**src/rtl/ones_run_reporter.sv**
```systemverilog
// Measures each contiguous high run of the detector flag and queues {saturated, length}
// records in a small first-word-fall-through FIFO drained by a valid/ready handshake.
module ones_run_reporter #(
   parameter int CNT_W = 8,
   parameter int DEPTH = 4
) (
   input  logic             clk,
   input  logic             rst,
   input  logic             det,
   input  logic             rec_ready,
   output logic             rec_valid,
   output logic [CNT_W-1:0] rec_len,
   output logic             rec_sat,
   output logic             busy,
   output logic             overflow
);

   localparam int AW = $clog2(DEPTH);
   localparam logic [CNT_W-1:0] CNT_MAX = '1;
   localparam logic [CNT_W-1:0] CNT_ONE = CNT_W'(1);
   localparam logic [AW:0]      PTR_ONE = (AW+1)'(1);

   typedef struct packed {
      logic             sat;
      logic [CNT_W-1:0] len;
   } rec_t;

   typedef enum logic {IDLE, RUN} state_t;

   state_t           state, state_nxt;
   logic [CNT_W-1:0] run_cnt, run_cnt_nxt;
   logic             run_sat, run_sat_nxt;
   logic             push;
   rec_t             push_rec;

   // ---------------- run tracker ----------------
   always_ff @(posedge clk or posedge rst) begin
      if (rst) begin
         state   <= IDLE;
         run_cnt <= '0;
         run_sat <= 1'b0;
      end else begin
         state   <= state_nxt;
         run_cnt <= run_cnt_nxt;
         run_sat <= run_sat_nxt;
      end
   end

   always_comb begin
      state_nxt   = state;
      run_cnt_nxt = run_cnt;
      run_sat_nxt = run_sat;
      push        = 1'b0;
      case (state)
         IDLE: begin
            if (det) begin
               state_nxt   = RUN;
               run_cnt_nxt = CNT_ONE;
               run_sat_nxt = 1'b0;
            end
         end
         RUN: begin
            if (det) begin
               // Counter holds at max; the attempted increment marks the record saturated.
               if (run_cnt == CNT_MAX) run_sat_nxt = 1'b1;
               else                    run_cnt_nxt = run_cnt + CNT_ONE;
            end else begin
               push      = 1'b1;
               state_nxt = IDLE;
            end
         end
         default: state_nxt = IDLE;
      endcase
   end

   assign push_rec = '{sat: run_sat, len: run_cnt};

   // ---------------- record FIFO ----------------
   rec_t        mem [DEPTH];
   logic [AW:0] wr_ptr, rd_ptr;
   logic        empty, full, pop, wr_en, drop;
   rec_t        head;

   assign empty = (wr_ptr == rd_ptr);
   assign full  = (wr_ptr[AW] != rd_ptr[AW]) && (wr_ptr[AW-1:0] == rd_ptr[AW-1:0]);
   assign pop   = !empty && rec_ready;
   // When full, a same-cycle pop frees the slot the push lands in.
   assign wr_en = push && (!full || pop);
   assign drop  = push && full && !pop;

   always_ff @(posedge clk or posedge rst) begin
      if (rst) begin
         for (int i = 0; i < DEPTH; i++) mem[i] <= '0;
      end else if (wr_en) begin
         mem[wr_ptr[AW-1:0]] <= push_rec;
      end
   end

   always_ff @(posedge clk or posedge rst) begin
      if (rst) begin
         wr_ptr   <= '0;
         rd_ptr   <= '0;
         overflow <= 1'b0;
      end else begin
         if (wr_en) wr_ptr <= wr_ptr + PTR_ONE;
         if (pop)   rd_ptr <= rd_ptr + PTR_ONE;
         if (drop)  overflow <= 1'b1;
      end
   end

   // Outputs decode only flops: no path from det or rec_ready.
   assign head      = mem[rd_ptr[AW-1:0]];
   assign rec_valid = !empty;
   assign rec_len   = head.len;
   assign rec_sat   = head.sat;
   assign busy      = (state == RUN);

endmodule
```
**config.mk**
```make
export PLATFORM = sky130hd
export DESIGN_NAME = ones_run_reporter
export DESIGN_NICKNAME = d
export VERILOG_FILES = /design/src/rtl/ones_run_reporter.sv
export SDC_FILE = /design/constraint.sdc
export NUM_CORES = 1
export LEC_CHECK = 0
export ABC_CLOCK_PERIOD_IN_PS = 4900
export CAP_MARGIN = 40
export CORE_MARGIN = 5
export CORE_UTILIZATION = 60
export DETAILED_ROUTE_END_ITERATION = 6
export GPL_TIMING_DRIVEN = 0
export PLACE_DENSITY_LB_ADDON = 0.05
export SYNTH_ARGS = -nofsm -noshare
export SYNTH_HDL_FRONTEND = slang
export SYNTH_SLANG_ARGS = --single-unit
```
**constraint.sdc**
```tcl
create_clock -name clk -period 4.9 [get_ports clk]
set_clock_uncertainty 0.15 [all_clocks]
set_input_delay 0.98 -clock clk [delete_from_list [all_inputs] [get_ports clk]]
set_output_delay 0.98 -clock clk [all_outputs]
set_load 0.03 [all_outputs]
```
Word-level counts from Yosys, hierarchy flattened --
Index checks and enable logic that the tools add are counted.
Word-level totals: input port bits 4, register bits 53, output and inout port bits 12, logic and storage cells 60
Cells by class: reductions and logical operators 12, equality and inequality tests 8, bitwise logic cells 3, muxes and demuxes 17, add/sub/neg operators 3, $lt $le $gt $ge 3
Operators by type and width (count):
- 36-bit bitwise mux | 1
- 9-bit two-way mux | 3
- 8-bit two-way mux | 3
- 9-bit binary-select mux with 2-bit select | 1
- 9-bit demux with 2-bit select | 1
- 8-bit case mux with 2 select lines | 1
- 8-bit by 1-bit adder with 8-bit output, second input constant | 1
- 8-bit == test, second input constant | 1
- 3-bit by 1-bit adder with 3-bit output, second input constant | 2
- 3-bit greater-or-equal comparator, second input constant | 2
- 1-bit logical AND | 6
- 1-bit two-way mux | 6
- 2-bit inequality test, second input constant | 3
- 2-bit NOT with 3-bit output | 2
- 3-bit AND reduction | 2
- 3-bit == test | 1
- 1-bit logical NOT | 3
- 3-bit by 1-bit less-than comparator with 1-bit output, second input constant | 1
- 2-bit == test | 1
- 2-bit by 1-bit inequality test with 1-bit output, second input constant | 1
- 1-bit case mux with 2 select lines | 1
- 1-bit logical OR | 1
- 1-bit inequality test | 1
- 1-bit NOT | 1

Logic depth before layout (Yosys ltp) --
Gate-level depths: netlist of run 1.
word-level depth 6, depth in mapped cells 5, mapped depth without buffers 5

Worst setup path before layout of run 1 --
Ideal clock, no wire load.
path kind reg2out, start reg rd_ptr[0], end out rec_len[0], stages on the path, launching flop included 3, path buffers 1, arrival time 1.553 ns, data required time 3.770 ns, setup slack 2.217 ns, cell sequence dfrtp_1 buf_1 mux4_2
On the way: cells in the longest elaborated chain, start to end 4
Ends and longest elaborated chain:
- start, declared | RTL line 80 | logic [AW:0] wr_ptr, rd_ptr;
- start signal, assigned | RTL line 106 | if (pop) rd_ptr <= rd_ptr + PTR_ONE;
- 2-bit NOT with 3-bit output (implied by the code) | RTL line 112 | assign head = mem[rd_ptr[AW-1:0]];
- 9-bit binary-select mux with 2-bit select | RTL line 112
- 9-bit two-way mux (implied by the code) (2 in a row) | RTL line 112
- end, declared | RTL line 12 | output logic [CNT_W-1:0] rec_len,
Every way passes these cells. The select of a mux whose other input is x is not followed.

Final worst setup path of run 1 --
start reg rd_ptr[1], end out rec_len[7]
The elaborated chain is that of the path after synthesis.

==> qor_table.md, run 1 <==
| Step | Item | This run |
|---|---|---|
| logic synthesis | Number of distinct library cell variants in the gate-level netlist after synthesis | 38 |
| place | Routability congestion estimate from global placement | 0.776 |
| floorplan | Initial core utilization | 61.3% |
| job | Max Cap Viol | 0 |
| power | Leakage power total | 1.30 nW |
| place | Minimum setup slack after placement | 1.54 ns |
| logic synthesis | Post-synthesis instance total | 187 |
| global route | Leftover overflow at the end of global routing | 0 |
| worst setup path | Critical Path Slowest Stage Cell | sky130_fd_sc_hd__clkdlybuf4s50_1 |
| cts | CTS resizes | 0 |
| floorplan | Y dimension of the die | 76.2 um |
| layout | Fillers | 303 |
| layout | Area Growth Syn to Fin | 12.2% |
| route | Number of vias in the routed layout | 1611 |
| worst setup path | CP startpoint kind | flop |
| floorplan | Width of the die | 76.2 um |
| worst setup path | Data arrival time at the worst-slack endpoint | 2.51 ns |
| logic synthesis | Flip-flop and latch count after synthesis | 53 |
| route | Mean number of vias per cell | 6.15 |
| sta | Maximum operating frequency | 0.275 GHz |
| layout | Share of final-layout standard cells stronger than drive strength 1 | 31.4% |
| global route | Vias in the first global route | 1747 |
| cts | Maximum buffer depth of the clock tree | 2 |
| sta | Final sum of negative setup slack | 0 ns |
| layout | Net count, final | 221 |
| cts | Clock-pin slew reported for the worst setup and hold paths after clock tree synthesis | 0.08 ns |
| cts | Worst-skew pair later-pin latency | 0.30 ns |
| global route | Initial antenna violation count | 0 |
| logic synthesis | Number of warning messages in the yosys log | 0 |
| logic synthesis | Post-synthesis instance area | 0.00263 mm2 |
| floorplan | Count of boundary I/O pins | 16 |
| logic synthesis | Fraction of post-synthesis cell area in the top cell type by area | 50.4% |
| cts | CTS Hold Buffers Added | 0 |
| global route | Total routing resource utilization after global routing | 18.8% |
| layout | Most used cells in the layout excluding fill and tap cells | sky130_fd_sc_hd__dfrtp_1, sky130_fd_sc_hd__mux2_2, sky130_fd_sc_hd__clkdlybuf4s50_1, sky130_fd_sc_hd__clkbuf_1, sky130_fd_sc_hd__mux4_2 |
| route | Remaining antenna violation count after routing | 0 |
| sta | Final-report max-slew violation count | 0 |
| cts | Total clock sinks | 53 |
| place | Final HPWL DP | 3.51 mm |
| logic synthesis | Leading cell types by total area after synthesis | sky130_fd_sc_hd__dfrtp_1, sky130_fd_sc_hd__mux2_2, sky130_fd_sc_hd__mux4_2 |
| sta | Period Utilization, post-route | 74.3% |
| cts | TritonCTS clock tree | done |
| logic synthesis | Share of the yosys chip area belonging to registers | 50.4% |
| cts | CTS root buf | sky130_fd_sc_hd__clkbuf_8 |
| sta | Final number of setup-violating endpoints | 0 |
| place | Count of input and output buffers | 14 |
| global route | Wire length of the first global-routing pass | 8.76 mm |
| sta | Slew at the pin with the worst max-slew slack | 0.848 ns |
| power | Power density over the cells | 534 mW/mm2 |
| run status | Outcome | complete, no violations |
| cts | Depth of the CTS H-tree | 2 |
| route | Iteration-0 DRC Markers | 84 |
| worst setup path | Cell breakdown of the critical path | buf_1, mux4_2, clkdlybuf4s50_1 |
| sta | Final critical delay including setup and external delays | 3.64 ns |
| power | VDD IR-drop max | 0.332 mV |
| sta | Number of endpoints with negative hold slack in the final report | 0 |
| route | Iteration count of the initial detailed-routing pass | 5 |
| cts | Total clock buffers created by CTS | 5 |
| logic synthesis | Post-synthesis net count | 197 |
| worst setup path | Critical-path maximum fanout | 10 |
| worst setup path | Stage delay of the slowest cell on the critical path | 0.61 ns |
| route | Remaining design rule violation count | 0 |
| sta | Setup repair after global routing missed its margin | false |
| floorplan | Floorplan die area | 0.00581 mm2 |
| sta | Tightest hold margin | 0.355 ns |
| logic synthesis | Cell accounting for the most synthesized area | sky130_fd_sc_hd__dfrtp_1 |
| worst setup path | Required arrival time at the worst endpoint | 3.77 ns |
| route | Post-Route WL | 5.03 mm |
| worst hold path | Classification of the worst-slack hold path | reg2reg |
| layout | Leading cell type in the layout, fill and taps excluded | sky130_fd_sc_hd__dfrtp_1 |
| floorplan | Number of placement rows | 24 |
| sta | Final critical-path setup slack | 1.26 ns |
| worst setup path | Critical Path End Type | primary output |
| global route | Maximum number of pins on one net before global-route repair | 33 |
| layout | Diodes inserted | 0 |
| floorplan | Total core area | 0.00429 mm2 |
| cts | Number of setup buffers added after CTS | 0 |
| worst setup path | Worst Setup Path Type | reg2out |
| logic synthesis | Syn avg cell area | 14.1 um2 |
| route | Drt wl/cell | 19.2 um |
| sta | Normalized max-slew margin | 43.3% |
-- per-stage QoR --
| step | cell area [um2] | cells | utilization [%] | power, W |
|---|---|---|---|---|
| final | 2950 | 262 | 68.8 | 0.00158 |
| after global routing | 2950 | 262 | 68.8 | 0.00168 |
| after CTS | 2940 | 261 | 68.5 | 0.00159 |
| after detailed placement | 2870 | 255 | 66.8 | 0.00137 |
| after global placement | 2840 | 253 | 66.1 | 0.00131 |
| after floorplan | 2630 | 187 | - | 0.00115 |
-- sequential cells by signal (all words and copies together) (netlist names) --
| name | flops |
|---|---|
| wr_ptr | 3 |
| rd_ptr | 3 |
| overflow | 1 |
| busy | 1 |
| run_sat | 1 |
| run_cnt | 8 |
| mem | 36 |
-- synth_stat cells (all sizes together) --
library cell,count
dfrtp,53
nor2,6
nand4b,1
xor2,3
nand2,4
mux4,9
buf,2
nor4,1
a21oi,5
inv,5
o21ai,1
and3b,4
ha,6
a31oi,1
nand3,3
and4b,1
clkbuf,10
a2bb2oi,1
o31ai,2
nor3,5
mux2,38
o221ai,1
a311o,1
o21a,1
nand4,1
a31o,1
and3,1
a41oi,2
a311oi,2
o41ai,6
nor2b,3
and4,2
a211oi,1
xnor2,4
-- cell families after synthesis --
logic type / after synthesis / share of synthesized area [%]
AOI/OAI and AO/OA: 25 / 10.1
xor gates and xnor gates: 7 / 3.18
adders and majority gates: 6 / 2.85
buffers and inverters: 17 / 2.47
DFF: 53 / 50.4
muxes: 47 / 24.0
and+or+nand+nor: 32 / 7.08
-- final timing paths --
kind / from / end / slack (ns) / cells after the start
hold reg to reg: mem[9] / mem[9] / 0.36 / 1
setup / recovery: rd_ptr[1] / rec_len[7] / 1.26 / 3
max in group asynchronous: rst / run_cnt[1] / 3.21 / 3
min in group asynchronous: rst / mem[6] / 0.87 / 2
hold / removal: mem[9] / mem[9] / 0.36 / 1
setup reg to reg: wr_ptr[0] / mem[17] / 2.62 / 3
-- critical path: cells and delay by family, from the launching register on --
kind,cells,cell delay (ns)
multiplexers,1,0.58
flip-flops,1,0.42
buffers and inverters,2,1.21
-- metal layers --
layer	track usage, %	vias up	routed length, um
met3	3.90	8	169
met5	0	-	0
met4	5.07	0	81
met2	30.8	32	2470
met1	25.5	818	2310
li1	-	753	-
-- final cells by class --
| class | count | area [um2] | area share (%) |
|---|---|---|---|
| Buffer | 12 | 46.3 | 1.57 |
| Clock inverter | 1 | 5.00 | 0.169 |
| Sequential cell | 53 | 1330 | 44.9 |
| Clock buffer | 5 | 68.8 | 2.33 |
| Tap cell | 52 | 65.1 | 2.20 |
| Multi-Input combinational cell | 117 | 1240 | 42.0 |
| Timing Repair Buffer | 17 | 183 | 6.18 |
| Inverter | 5 | 18.8 | 0.635 |
-- power by group --
group | switching [W] | internal (W)
sequential | 0.0000850 | 0.000546
clock | 0.000128 | 0.0000942
combinational | 0.000402 | 0.000321
total | 0.000614 | 0.000962
(Power assumes the default switching activity.)
==> run 2: changes to the inputs <==
- ABC_CLOCK_PERIOD_IN_PS: 4900 -> 3500
- CORE_UTILIZATION: 60 -> 59
- clock period: 4.9 -> 3.5 ns (I/O delays scaled with it)
==> qor_table.md, run 2 (same netlist as run 1, synthesis figures left out) <==
| Step | Item | This run |
|---|---|---|
| global route | Maximum number of pins on one net before global-route repair | 32 |
| layout | Diodes inserted | 0 |
| worst setup path | Number of cell instances on the worst register-to-register path | 3 |
| place | Final HPWL DP | 3.57 mm |
| worst setup path | Critical-path maximum fanout | 10 |
| worst setup path | Worst R2R Start | wr_ptr[1] |
| place | Count of input and output buffers | 14 |
| floorplan | Initial core utilization | 60.5% |
| layout | Largest register FFs | 36 |
| place | Routability congestion estimate from global placement | 0.799 |
| worst setup path | Reg-to-Reg End | mem[7] |
| sta | Period Utilization, post-route | 95.9% |
| worst setup path | Data arrival time at the worst-slack endpoint | 2.51 ns |
| worst setup path | Critical Path Slowest Stage Cell | sky130_fd_sc_hd__clkdlybuf4s50_1 |
| route | Remaining design rule violation count | 0 |
| floorplan | Y dimension of the die | 76.8 um |
| route | Number of vias in the routed layout | 1636 |
| worst hold path | Launch point of the worst hold path | overflow |
| layout | Net count, final | 220 |
| layout | Leading cell type in the layout, fill and taps excluded | sky130_fd_sc_hd__dfrtp_1 |
| layout | Area Growth Syn to Fin | 13.3% |
| floorplan | Total core area | 0.00435 mm2 |
| floorplan | Floorplan die area | 0.00590 mm2 |
| route | Remaining antenna violation count after routing | 0 |
| worst hold path | Cell depth of the worst hold path | 1 |
| global route | Wire length of the first global-routing pass | 8.66 mm |
| global route | Leftover overflow at the end of global routing | 0 |
| worst setup path | Critical Path End Type | primary output |
| cts | Clock-pin slew reported for the worst setup and hold paths after clock tree synthesis | 0.09 ns |
| global route | Initial antenna violation count | 0 |
| worst setup path | Cell breakdown of the critical path | buf_1, mux4_2, clkdlybuf4s50_1 |
| layout | Design area | 0.00298 mm2 |
| job | Max Cap Viol | 0 |
| worst setup path | CP startpoint kind | flop |
| power | VDD IR-drop max | 0.417 mV |
| sta | Number of endpoints with negative hold slack in the final report | 0 |
| sta | Final number of setup-violating endpoints | 0 |
| cts | TritonCTS clock tree | done |
| cts | Maximum buffer depth of the clock tree | 2 |
| route | Iteration count of the initial detailed-routing pass | 4 |
| layout | Share of final-layout standard cells stronger than drive strength 1 | 31.8% |
| sta | Slew at the pin with the worst max-slew slack | 0.946 ns |
| layout | Register ranked first by flip-flop count | mem |
| cts | CTS root buf | sky130_fd_sc_hd__clkbuf_8 |
| power | Power density over the cells | 775 mW/mm2 |
| cts | Total clock sinks | 53 |
| power | Leakage power total | 1.31 nW |
| sta | Setup repair after global routing missed its margin | false |
| route | Mean number of vias per cell | 6.22 |
| worst hold path | Classification of the worst-slack hold path | reg2reg |
| cts | CTS Hold Buffers Added | 0 |
| sta | Normalized max-slew margin | 36.7% |
| cts | Total clock buffers created by CTS | 5 |
| global route | Vias in the first global route | 1692 |
| worst setup path | Required arrival time at the worst endpoint | 2.65 ns |
| cts | Depth of the CTS H-tree | 2 |
| worst setup path | Worst Setup Path Type | reg2out |
| route | Iteration-0 DRC Markers | 105 |
| worst hold path | Worst hold path endpoint | overflow |
| sta | Final-report max-slew violation count | 0 |
| place | Placed instance area | 0.00287 mm2 |
| floorplan | Number of placement rows | 24 |
| sta | Maximum operating frequency | 0.298 GHz |
| cts | Worst-skew pair later-pin latency | 0.31 ns |
| worst setup path | Reg2reg setup slack | 1.15 ns |
| global route | Total routing resource utilization after global routing | 18.5% |
| run status | Outcome | complete, no violations |
| worst setup path | Stage delay of the slowest cell on the critical path | 0.61 ns |
| layout | Most used cells in the layout excluding fill and tap cells | sky130_fd_sc_hd__dfrtp_1, sky130_fd_sc_hd__mux2_2, sky130_fd_sc_hd__clkdlybuf4s50_1, sky130_fd_sc_hd__clkbuf_1, sky130_fd_sc_hd__mux4_2 |
| sta | Final critical delay including setup and external delays | 3.36 ns |
| route | Drt wl/cell | 19.4 um |
| route | Post-Route WL | 5.10 mm |
| cts | Number of setup buffers added after CTS | 0 |
| floorplan | Width of the die | 76.8 um |
| layout | Largest registers | mem: 36 flops, run_cnt: 8 flops |
| sta | Final sum of negative setup slack | 0 ns |
| floorplan | Count of boundary I/O pins | 16 |
==> run 2: cell count changes in the layout (fill, tap and decap cells not counted), sizes merged <==
cell    before  now
clkbuf      15   17
bufinv       0    1
buf          5    3
==> run 2: worst max path at each step <==
stage	slack, ns	startpoint	cells past startpoint	to
2_1_floorplan	1.10	rd_ptr[0]	2	rec_len[0]
3_3_place_gp	0.33	rd_ptr[0]	3	rec_len[3]
3_5_place_dp	0.45	rd_ptr[0]	4	rec_len[5]
4_1_cts	0.09	rd_ptr[0]	4	rec_len[5]
5_1_grt	0.03	rd_ptr[1]	3	rec_sat
6_report	0.14	rd_ptr[1]	3	rec_len[7]
==> run 2: area by class of cell <==
type	instances	area [um2]
tap	52	65.1
fill	296	1370
sequential	53	1330
timing repair buffer	16	171
inverter	5	18.8
clock buffer	6	72.6
clock inverter	2	38.8
multi-input combinational	117	1240
buffer	12	47.5
==> run 2: critical path, delay by kind of cell, from the launching register on <==
kind / cells / cell delay, ns
buffers and inverters: 2 / 1.20
multiplexers: 1 / 0.58
flip-flops: 1 / 0.43
==> run 2: stage by stage <==
step / hold WS [ns] / setup WS [ns] / power, W / util [%] / cells
floorplan: 0.324 / 1.10 / 0.00161 / - / 187
global placement: 0.303 / 0.334 / 0.00183 / 65.2 / 253
detailed placement: 0.304 / 0.446 / 0.00192 / 65.9 / 255
CTS: 0.324 / 0.0905 / 0.00233 / 68.4 / 263
global route: 0.346 / 0.0287 / 0.00245 / 68.5 / 263
finish: 0.321 / 0.142 / 0.00231 / 68.5 / 263
==> run 2: report_power, final <==
group          leakage [nW]  switching [W]  total [W]  internal, W
Clock                0.0554       0.000193   0.000408     0.000215
Combinational         0.570       0.000561    0.00101     0.000448
Sequential            0.684       0.000128   0.000893     0.000765
==> run 2: repair_timing <==
action,in CTS,in global routing
hold endpoints to repair,0,0
endpoints found under the setup margin,0,4
resized for setup,0,1
==> run 2: per-layer routing <==
metal	share of wire [%]	vias to the layer above	track usage, %
met5	0	-	0
met3	4.2	12	4.68
met1	45	832	26.9
li1	-	750	-
met2	49	42	27.2
met4	2.3	0	6.29
